--- src/rtl/reg_disp_pkg.sv ---
// reg_disp_pkg
// Shared constants for the register display scanner: widths, the sixteen
// active-low hex segment patterns (bit order g..a), and the blank pattern.
// No ports; imported with "import reg_disp_pkg::*;".
package reg_disp_pkg;

  localparam int DIGIT_W = 3;
  localparam int SEL_W   = 5;

  // Full 8-bit pattern (dp + g..a) that turns every segment off
  localparam logic [7:0] SEG_BLANK = 8'hFF;

  // Active-low g..a patterns for hex digits 0..F
  localparam logic [6:0] SEG_0 = 7'h40;
  localparam logic [6:0] SEG_1 = 7'h79;
  localparam logic [6:0] SEG_2 = 7'h24;
  localparam logic [6:0] SEG_3 = 7'h30;
  localparam logic [6:0] SEG_4 = 7'h19;
  localparam logic [6:0] SEG_5 = 7'h12;
  localparam logic [6:0] SEG_6 = 7'h02;
  localparam logic [6:0] SEG_7 = 7'h78;
  localparam logic [6:0] SEG_8 = 7'h00;
  localparam logic [6:0] SEG_9 = 7'h10;
  localparam logic [6:0] SEG_A = 7'h08;
  localparam logic [6:0] SEG_B = 7'h03;
  localparam logic [6:0] SEG_C = 7'h46;
  localparam logic [6:0] SEG_D = 7'h21;
  localparam logic [6:0] SEG_E = 7'h06;
  localparam logic [6:0] SEG_F = 7'h0E;

endpackage

--- src/rtl/seg7_decode.sv ---
// seg7_decode
// Combinational hex-to-7-segment decoder, active-low outputs.
// Ports:
//   nibble  in  4 : hex value to show
//   seg     out 7 : segment drive, bit 6 = g ... bit 0 = a, low = lit
module seg7_decode
  import reg_disp_pkg::*;
(
  input  logic [3:0] nibble,
  output logic [6:0] seg
);

  // Straight lookup of the package patterns
  always_comb begin
    seg = SEG_0;
    case (nibble)
      4'h0: seg = SEG_0;
      4'h1: seg = SEG_1;
      4'h2: seg = SEG_2;
      4'h3: seg = SEG_3;
      4'h4: seg = SEG_4;
      4'h5: seg = SEG_5;
      4'h6: seg = SEG_6;
      4'h7: seg = SEG_7;
      4'h8: seg = SEG_8;
      4'h9: seg = SEG_9;
      4'hA: seg = SEG_A;
      4'hB: seg = SEG_B;
      4'hC: seg = SEG_C;
      4'hD: seg = SEG_D;
      4'hE: seg = SEG_E;
      4'hF: seg = SEG_F;
      default: seg = SEG_0;
    endcase
  end

endmodule

--- src/rtl/reg_display_scanner.sv ---
// reg_display_scanner
// Board-side front end for the single-cycle CPU: steps Reg_Sel through the
// 32 architectural registers (automatically or by manual load), captures the
// returned Reg_Data and shows it as eight hex digits on a time-multiplexed,
// active-low 7-segment display.
// Parameters:
//   SCAN_DIV : clock cycles per digit slot (>= 2)
//   STEP_DIV : clock cycles per automatic register advance (>= 2)
// Ports:
//   clk       in  1  : system clock, rising edge
//   rst       in  1  : asynchronous active-high reset
//   Reg_Data  in  32 : value of the register selected by Reg_Sel
//   hold      in  1  : freeze register stepping (dp lit on digit 0)
//   load      in  1  : single-cycle pulse, Reg_Sel <= sel_in
//   sel_in    in  5  : manual register index
//   Reg_Sel   out 5  : register index to the CPU
//   an        out 8  : digit enables, active low, bit 0 = rightmost digit
//   seg       out 8  : segments, active low, bit 7 = dp, bits 6..0 = g..a
// Build option: define REG_DISP_LZB_EN for leading-zero blanking.
module reg_display_scanner
  import reg_disp_pkg::*;
#(
  parameter int SCAN_DIV = 100000,
  parameter int STEP_DIV = 100000000
) (
  input  logic             clk,
  input  logic             rst,
  input  logic [31:0]      Reg_Data,
  input  logic             hold,
  input  logic             load,
  input  logic [SEL_W-1:0] sel_in,
  output logic [SEL_W-1:0] Reg_Sel,
  output logic [7:0]       an,
  output logic [7:0]       seg
);

  localparam int STEP_W = $clog2(STEP_DIV);
  localparam int SCAN_W = $clog2(SCAN_DIV);
  localparam logic [STEP_W-1:0] STEP_LAST = STEP_W'(STEP_DIV - 1);
  localparam logic [SCAN_W-1:0] SCAN_LAST = SCAN_W'(SCAN_DIV - 1);

  logic [STEP_W-1:0]  step_cnt_q, step_cnt_d;
  logic [SCAN_W-1:0]  scan_cnt_q, scan_cnt_d;
  logic [DIGIT_W-1:0] digit_q, digit_d;
  logic [SEL_W-1:0]   reg_sel_q, reg_sel_d;
  logic [31:0]        data_q, data_d;
  logic [7:0]         an_q, an_d;
  logic [7:0]         seg_q, seg_d;

  logic [3:0] cur_nibble;
  logic [6:0] cur_seg;
  logic       blank;

  // Load outranks hold, which outranks the step tick; both load and hold
  // restart the step period so the next advance is a full STEP_DIV away.
  always_comb begin
    reg_sel_d  = reg_sel_q;
    step_cnt_d = step_cnt_q + 1'b1;
    if (load) begin
      reg_sel_d  = sel_in;
      step_cnt_d = '0;
    end else if (hold) begin
      step_cnt_d = '0;
    end else if (step_cnt_q == STEP_LAST) begin
      reg_sel_d  = reg_sel_q + 1'b1;
      step_cnt_d = '0;
    end
  end

  // Digit slot timing, independent of stepping
  always_comb begin
    scan_cnt_d = scan_cnt_q + 1'b1;
    digit_d    = digit_q;
    if (scan_cnt_q == SCAN_LAST) begin
      scan_cnt_d = '0;
      digit_d    = digit_q + 1'b1;
    end
  end

  assign data_d     = Reg_Data;
  assign cur_nibble = data_q[{digit_q, 2'b00} +: 4];

  seg7_decode u_decode (
    .nibble (cur_nibble),
    .seg    (cur_seg)
  );

  // A digit above 0 is a leading zero when it and every nibble above it are 0
`ifdef REG_DISP_LZB_EN
  assign blank = (digit_q != '0) && ((data_q >> {digit_q, 2'b00}) == 32'd0);
`else
  assign blank = 1'b0;
`endif

  // Output drive for the current digit; dp on digit 0 flags hold mode
  always_comb begin
    an_d  = ~(8'b1 << digit_q);
    seg_d = {~(hold && (digit_q == '0)), cur_seg};
    if (blank) begin
      an_d  = 8'hFF;
      seg_d = SEG_BLANK;
    end
  end

  always_ff @(posedge clk or posedge rst) begin
    if (rst) begin
      step_cnt_q <= '0;
      scan_cnt_q <= '0;
      digit_q    <= '0;
      reg_sel_q  <= '0;
      data_q     <= '0;
      an_q       <= 8'hFE;
      seg_q      <= 8'hC0;
    end else begin
      step_cnt_q <= step_cnt_d;
      scan_cnt_q <= scan_cnt_d;
      digit_q    <= digit_d;
      reg_sel_q  <= reg_sel_d;
      data_q     <= data_d;
      an_q       <= an_d;
      seg_q      <= seg_d;
    end
  end

  assign Reg_Sel = reg_sel_q;
  assign an      = an_q;
  assign seg     = seg_q;

endmodule

--- config.mk ---
export PLATFORM = sky130hd
export DESIGN_NAME = reg_display_scanner
export DESIGN_NICKNAME = d
export VERILOG_FILES = /design/src/rtl/reg_disp_pkg.sv /design/src/rtl/seg7_decode.sv /design/src/rtl/reg_display_scanner.sv
export SDC_FILE = /design/constraint.sdc
export NUM_CORES = 1
export LEC_CHECK = 0
export CAP_MARGIN = 20
export CORE_AREA = 2 2 98 100
export CTS_CLUSTER_SIZE = 40
export DETAILED_ROUTE_END_ITERATION = 12
export DIE_AREA = 0 0 100 102
export GPL_ROUTABILITY_DRIVEN = 1
export PLACE_DENSITY_LB_ADDON = 0.05
export SETUP_SLACK_MARGIN = 0.2
export SYNTH_ARGS = -nofsm -noshare
export SYNTH_HDL_FRONTEND = slang
export SYNTH_SLANG_ARGS = --single-unit
--- constraint.sdc ---
create_clock -name clk -period 3.55 [get_ports clk]
set_input_delay 1.065 -clock clk [delete_from_list [all_inputs] [get_ports clk]]
set_output_delay 1.065 -clock clk [all_outputs]
set_load 0.01 [all_outputs]
# After elaboration in Yosys (flattened, before gate mapping)
# Memory sizes are Yosys's and may differ from the RTL's. A register that Yosys moved wholly into a read port is not among the register bits.
# Index checks and enable logic that the tools add are counted.
# totals
ff_bits	100
latch_bits	0
ram_bits	0
romBits	112
input_bits	41
word_cells	30
n_memories	1
# memory_table
memory	words	width	rd	rd_clocked_by_memory_dff	write_ports	line_no	text
(no name shown)	16	7	1	1	0	seg7_decode.sv:16	case (nibble)
# op_classes
add_sub_neg	4
n_mul	0
div	0
order_cmp	0
eq_ne	3
n_shift	2
n_mux	7
bitwise_logic	2
n_reduce_logical	4
# ops
cell	n
2-to-1 mux 27 bit	3
variable part select 32 x 6 -> 4 bit	1
adder 27 x 1 -> 27 bit (second input constant)	1
equality test 27 bit (second input constant)	1
adder 17 x 1 -> 17 bit (second input constant)	1
equality test 17 bit (second input constant)	1
2-to-1 mux 17 bit	1
2-to-1 mux 5 bit	3
NOT 8 bit	1
<< shifter 1 x 3 -> 8 bit (first input constant)	1
adder 5 x 1 -> 5 bit (second input constant)	1
adder 3 x 1 -> 3 bit (second input constant)	1
zero test 3 bit	1
!= test 2 x 1 -> 1 bit (second input constant)	1
AND reduction 2 bit	1
nonzero test 2 bit	1
logical AND 1 bit	1
NOT 1 bit	1

# Logic depth before layout (Yosys ltp)
# logic_depth
depth_word	4
ltp_mapped	8
depth_no_buf	6

# Modules after synthesis
# Synthesis repeated with hierarchy kept, for this count alone.
# unflattened
hier_cells	365
area_unflattened_um2	4405.5
# modules_own_cells
mod	instances	cells_each	area_per_inst_um2	seq_area_each_um2
reg_display_scanner	1	333	4130.2	2513.7
seg7_decode	1	32	275.3	0.0

# Worst setup path after synthesis
# Ideal clock, no wire load.
# synth_path
path_kind	register to register
startpoint	register digit_q[0]
endpoint	register seg_q[3] (netlist: seg[3])
setup_ns	0.127
arrival_time_ns	2.121
slack_ns	1.302
stages_incl_launch_ff	8
path_cell_list	dfrtp_1 buf_2 mux4_2 mux2i_1 inv_1 ha_1 a211oi_1 a21oi_1
# synth_via
elab_chain_cells	1
# synth_rtl
element	line_no	text
from (decl)	reg_display_scanner.sv:44	logic [DIGIT_W-1:0] digit_q, digit_d;
from (signal assigned)	reg_display_scanner.sv:117	digit_q <= digit_d;
variable part select 32 x 6 -> 4 bit	reg_display_scanner.sv:81	assign cur_nibble = data_q[{digit_q, 2'b00} +: 4];
to (decl)	reg_display_scanner.sv:48	logic [7:0] seg_q, seg_d;
# Every way passes these cells.
# A chain may end at the register's enable or synchronous reset.

# Final worst setup path
# layout_path
startpoint	register digit_q[0]
endpoint	register seg_q[0] (netlist: seg[0])
# Same word-level chain as after synthesis.

==> results.txt <==
During synthesis, Yosys emitted a total of 0 warnings. Launching element type of the critical path: a flip-flop. The logs give 2.01 mW for the total chip power and 0.745 for the weighted congestion at the end of routability-driven global placement. The run gives 2.25 nW as the static power due to leakage. In this run, CTS created clock tree buffers numbering 9.

The run gives 16.2% as the total global routing track utilization. In the final routed layout, each cell accounts on average for 14.1 um. Final total negative setup slack: 0 ps. The combined area of the multi-input logic cells is 1730 um2, and the mean instance size in the synthesized netlist is 12.0 um2. Clock tree synthesis found a total of 100 sinks. For the number of antenna violations at the first check in global routing, the log shows 0.

The first global-routing pass estimated 12.9 mm of wire. Data arrives at the worst endpoint at 2920 ps. After floorplanning, the core was sized to cover 9110 um2. The starting DRC count in detailed routing was 48; the height of the die was 102 um. The port buffer count was 61; the met2 global-route usage was 27.3%. The root buffer cell chosen for the clock tree is sky130_fd_sc_hd__clkbuf_8. After layout, the worst setup slack is 872 ps.

The number of fill cells in the layout is 786. The proportion of register bits with asynchronous set or reset after synthesis works out to 100%. The worst setup path is of the flip-flop to flip-flop kind. In the routed layout, each cell is associated on average with a via count of 5.15. Dividing the final minimum period by the clock period gives 75.4%. The total nets after synthesis was 418.

TritonCTS built the clock tree. Data required time at the worst endpoint: 3790 ps. The endpoint identified for the worst register-to-register timing path is seg[0]. The final route contains 2804 vias. Traced cell by cell, the critical path runs through mux4_2 > mux2i_1 > inv_1 > ha_1 > a22oi_1 > o31ai_1. For the pin with the worst max-slew slack, the measured transition is 688 ps. Relative to the synthesized area, the layout overhead comes to 21.4%.

The post-detailed-route count of antenna-violating nets is 0, and the proportion of netlist area held by the largest area contributor is 52.3%. The overall die width works out to 100 um. The tools report the endpoint kind of the worst setup timing path as a flip-flop.

The largest buffer count on any clock path was 2; the sequential cell area fraction in the yosys report was 57.8%. In this run, synthesis inferred 0 flip-flops with an integrated enable. The maximum VDD drop was 210 uV; the CTS clock-pin slew for the worst setup and hold paths was 100 ps.

Global routing used 5.40% of the available met3 tracks. The run gives 0 as the residual overflow from global routing. The cell count of the worst hold path came out at 1. The post-route netlist has 11.1% of its cells at a drive strength greater than 1.

After detailed routing, the number of remaining DRC violations is 0. In this run the most critical hold path is launched from scan_cnt_q[11]. After synthesis the netlist holds a flip-flop and latch count of 100. The end of the worst hold path is scan_cnt_q[11].

sky130_fd_sc_hd__dfrtp_1 is the most common cell in the netlist. Based on the critical path, the design can be clocked at up to 373 MHz. Synthesis handed over a netlist of 362 instances.

In the synthesized netlist the dominant register cell turns out to be sky130_fd_sc_hd__dfrtp_1. The routing layer with the top usage in global route is met2. Time the worst path needs with I/O delays and setup: 2680 ps. The slowest stage cell on the critical path is sky130_fd_sc_hd__dfrtp_1.

The number of maximum-capacitance violations is 0, and the worst slack at placement is 841 ps. sky130_fd_sc_hd__dfrtp_1 takes more of the synthesized area than any other cell. By count the netlist is led by 91 x sky130_fd_sc_hd__dfrtp_1, 47 x sky130_fd_sc_hd__nor2_1, 30 x sky130_fd_sc_hd__nand2_1. The logs give 10200 um2 for the die footprint and 870 ps for the register-to-register setup slack.

The H-tree was split into 3 levels. The met1 usage was 20.6%; the number of rows created at floorplan was 35. The clock reaches the later pin of the worst-skew pair after 360 ps.

At the end of the flow, the number of nets in the layout was 484. Ranked by total cell area, the synthesized netlist is headed by sky130_fd_sc_hd__dfrtp_1 52%, sky130_fd_sc_hd__dfstp_2 5.4%, sky130_fd_sc_hd__xor2_1 4.4%, sky130_fd_sc_hd__ha_1 4.3%, sky130_fd_sc_hd__xnor2_1 4.2%. In this run the count of I/O pins placed on the die edge is 62.

Setup repair after global routing left no endpoint under its margin. The synthesized netlist occupies a cell area of 4350 um2. The initial standard-cell utilization of the core was 47.8%; the power per standard cell area was 381 nW/um2. Measured against its own limit, the worst slew margin works out to 52.8%. The flow ran to the end, and the final reports show no timing, DRC or antenna violations. Counting cells, the worst reg-to-reg path comes to 6. Area taken by flip-flops and latches: 2510 um2.

Setup violations remaining at the end of the flow were counted as 0. Along the worst path, the maximum fanout reaches 11. In this run, post-CTS repair resized a total of 0 instances. The run gives 6 as the detailed-router iteration count before antenna repair. Number of diodes: 0.

Counting distinct cell types in the post-synthesis netlist gives 41. After clock tree synthesis, the flow added hold-fix buffers numbering 0. The largest single stage delay on the critical path is 740 ps. Across the routed clock network, the largest skew measured is 13.5 ps.

The worst register-to-register path begins at digit_q[0]. The number of setup buffers added after CTS is 0. The tools report the HPWL reported at the end of detailed placement as 5.38 mm. The tightest min-delay check is of the flip-flop to flip-flop type. The logs give 2785 for the via count of the first global-routing pass and 0 for the hold violation total from the final report. The count of final max-slew check failures is 0, and the total detailed-routing wirelength is 7.67 mm. Entering global routing, the biggest net connects 101 pins.
state kept, by name, indices dropped and copies added (netlist names):
signal,flops
step_cnt_q,27
Reg_Sel,5
digit_q,3
data_q,32
an,8
scan_cnt_q,17
seg,8
per-stage QoR:
stage,instances,util [%],hold slack [ps],instance area (um2)
floorplan,362,-,448,4350
global placement,528,56.0,467,5100
detailed placement,528,56.0,478,5100
CTS,544,58.0,496,5280
global route,544,58.0,517,5280
finish,544,58.0,492,5280
routing by layer:
layer	part of all wire (%)	routed length [um]
met3	4.7	357
met4	0.66	51
met1	45	3460
met2	50	3810
met5	0	0
worst max-delay path, delay by kind of cell, from the launching register on:
kind | cells | cell delay [ps]
flip-flops | 1 | 740
buffers and inverters | 1 | 150
multiplexers | 2 | 1140
adder cells (fa/ha/maj) | 1 | 260
AO/OA/AOI/OAI | 2 | 270
cell type report:
type	instances	share of cell area [%]
clock buffer	10	2.42
clock inverter	6	1.07
inverter	15	1.14
multi-input combinational	237	32.8
sequential	100	47.6
tap	111	2.63
timing repair buffer	65	12.4
layout by cell type, fill, tap and decap left out, drive strengths merged, types with 8 or more instances in the layout:
cell / synthesis / layout
clkbuf: 4 / 10
clkdlybuf4s50: 0 / 61
dfrtp: 91 / 91
nor2: 47 / 47
nand3: 21 / 21
mux4: 8 / 8
nand2: 30 / 30
and3: 9 / 9
nand4: 9 / 9
mux2i: 10 / 10
inv: 15 / 17
ha: 15 / 15
dfstp: 9 / 9
xnor2: 21 / 21
xor2: 22 / 22
report_power, final:
group / switching, mW / internal, mW / leakage (nW)
Combinational: 0.0684 / 0.0859 / 0.906
Sequential: 0.0129 / 1.17 / 1.26
Clock: 0.402 / 0.270 / 0.0909
logic make-up after synthesis:
group           count (synthesis)  synth area share (%)
compound gates                 17                  2.62
mux                            19                  6.70
xor+xnor                       43                  8.66
buf+inv                        25                  2.53
fa+ha+maj                      15                  4.31
flops                         100                  57.8
simple gates                  143                  17.4
worst max path at each step:
stage	from	to	slack [ps]	depth (start not counted)
3_5_place_dp	hold	Reg_Sel[3]	840	5
6_report	digit_q[0]	seg[0]	870	6
2_1_floorplan	rst	Reg_Sel[0]	1300	1
5_1_grt	digit_q[0]	seg[3]	600	6
4_1_cts	digit_q[0]	seg[0]	850	6
3_3_place_gp	hold	Reg_Sel[3]	860	5
Power figures use the tool's default switching activity.
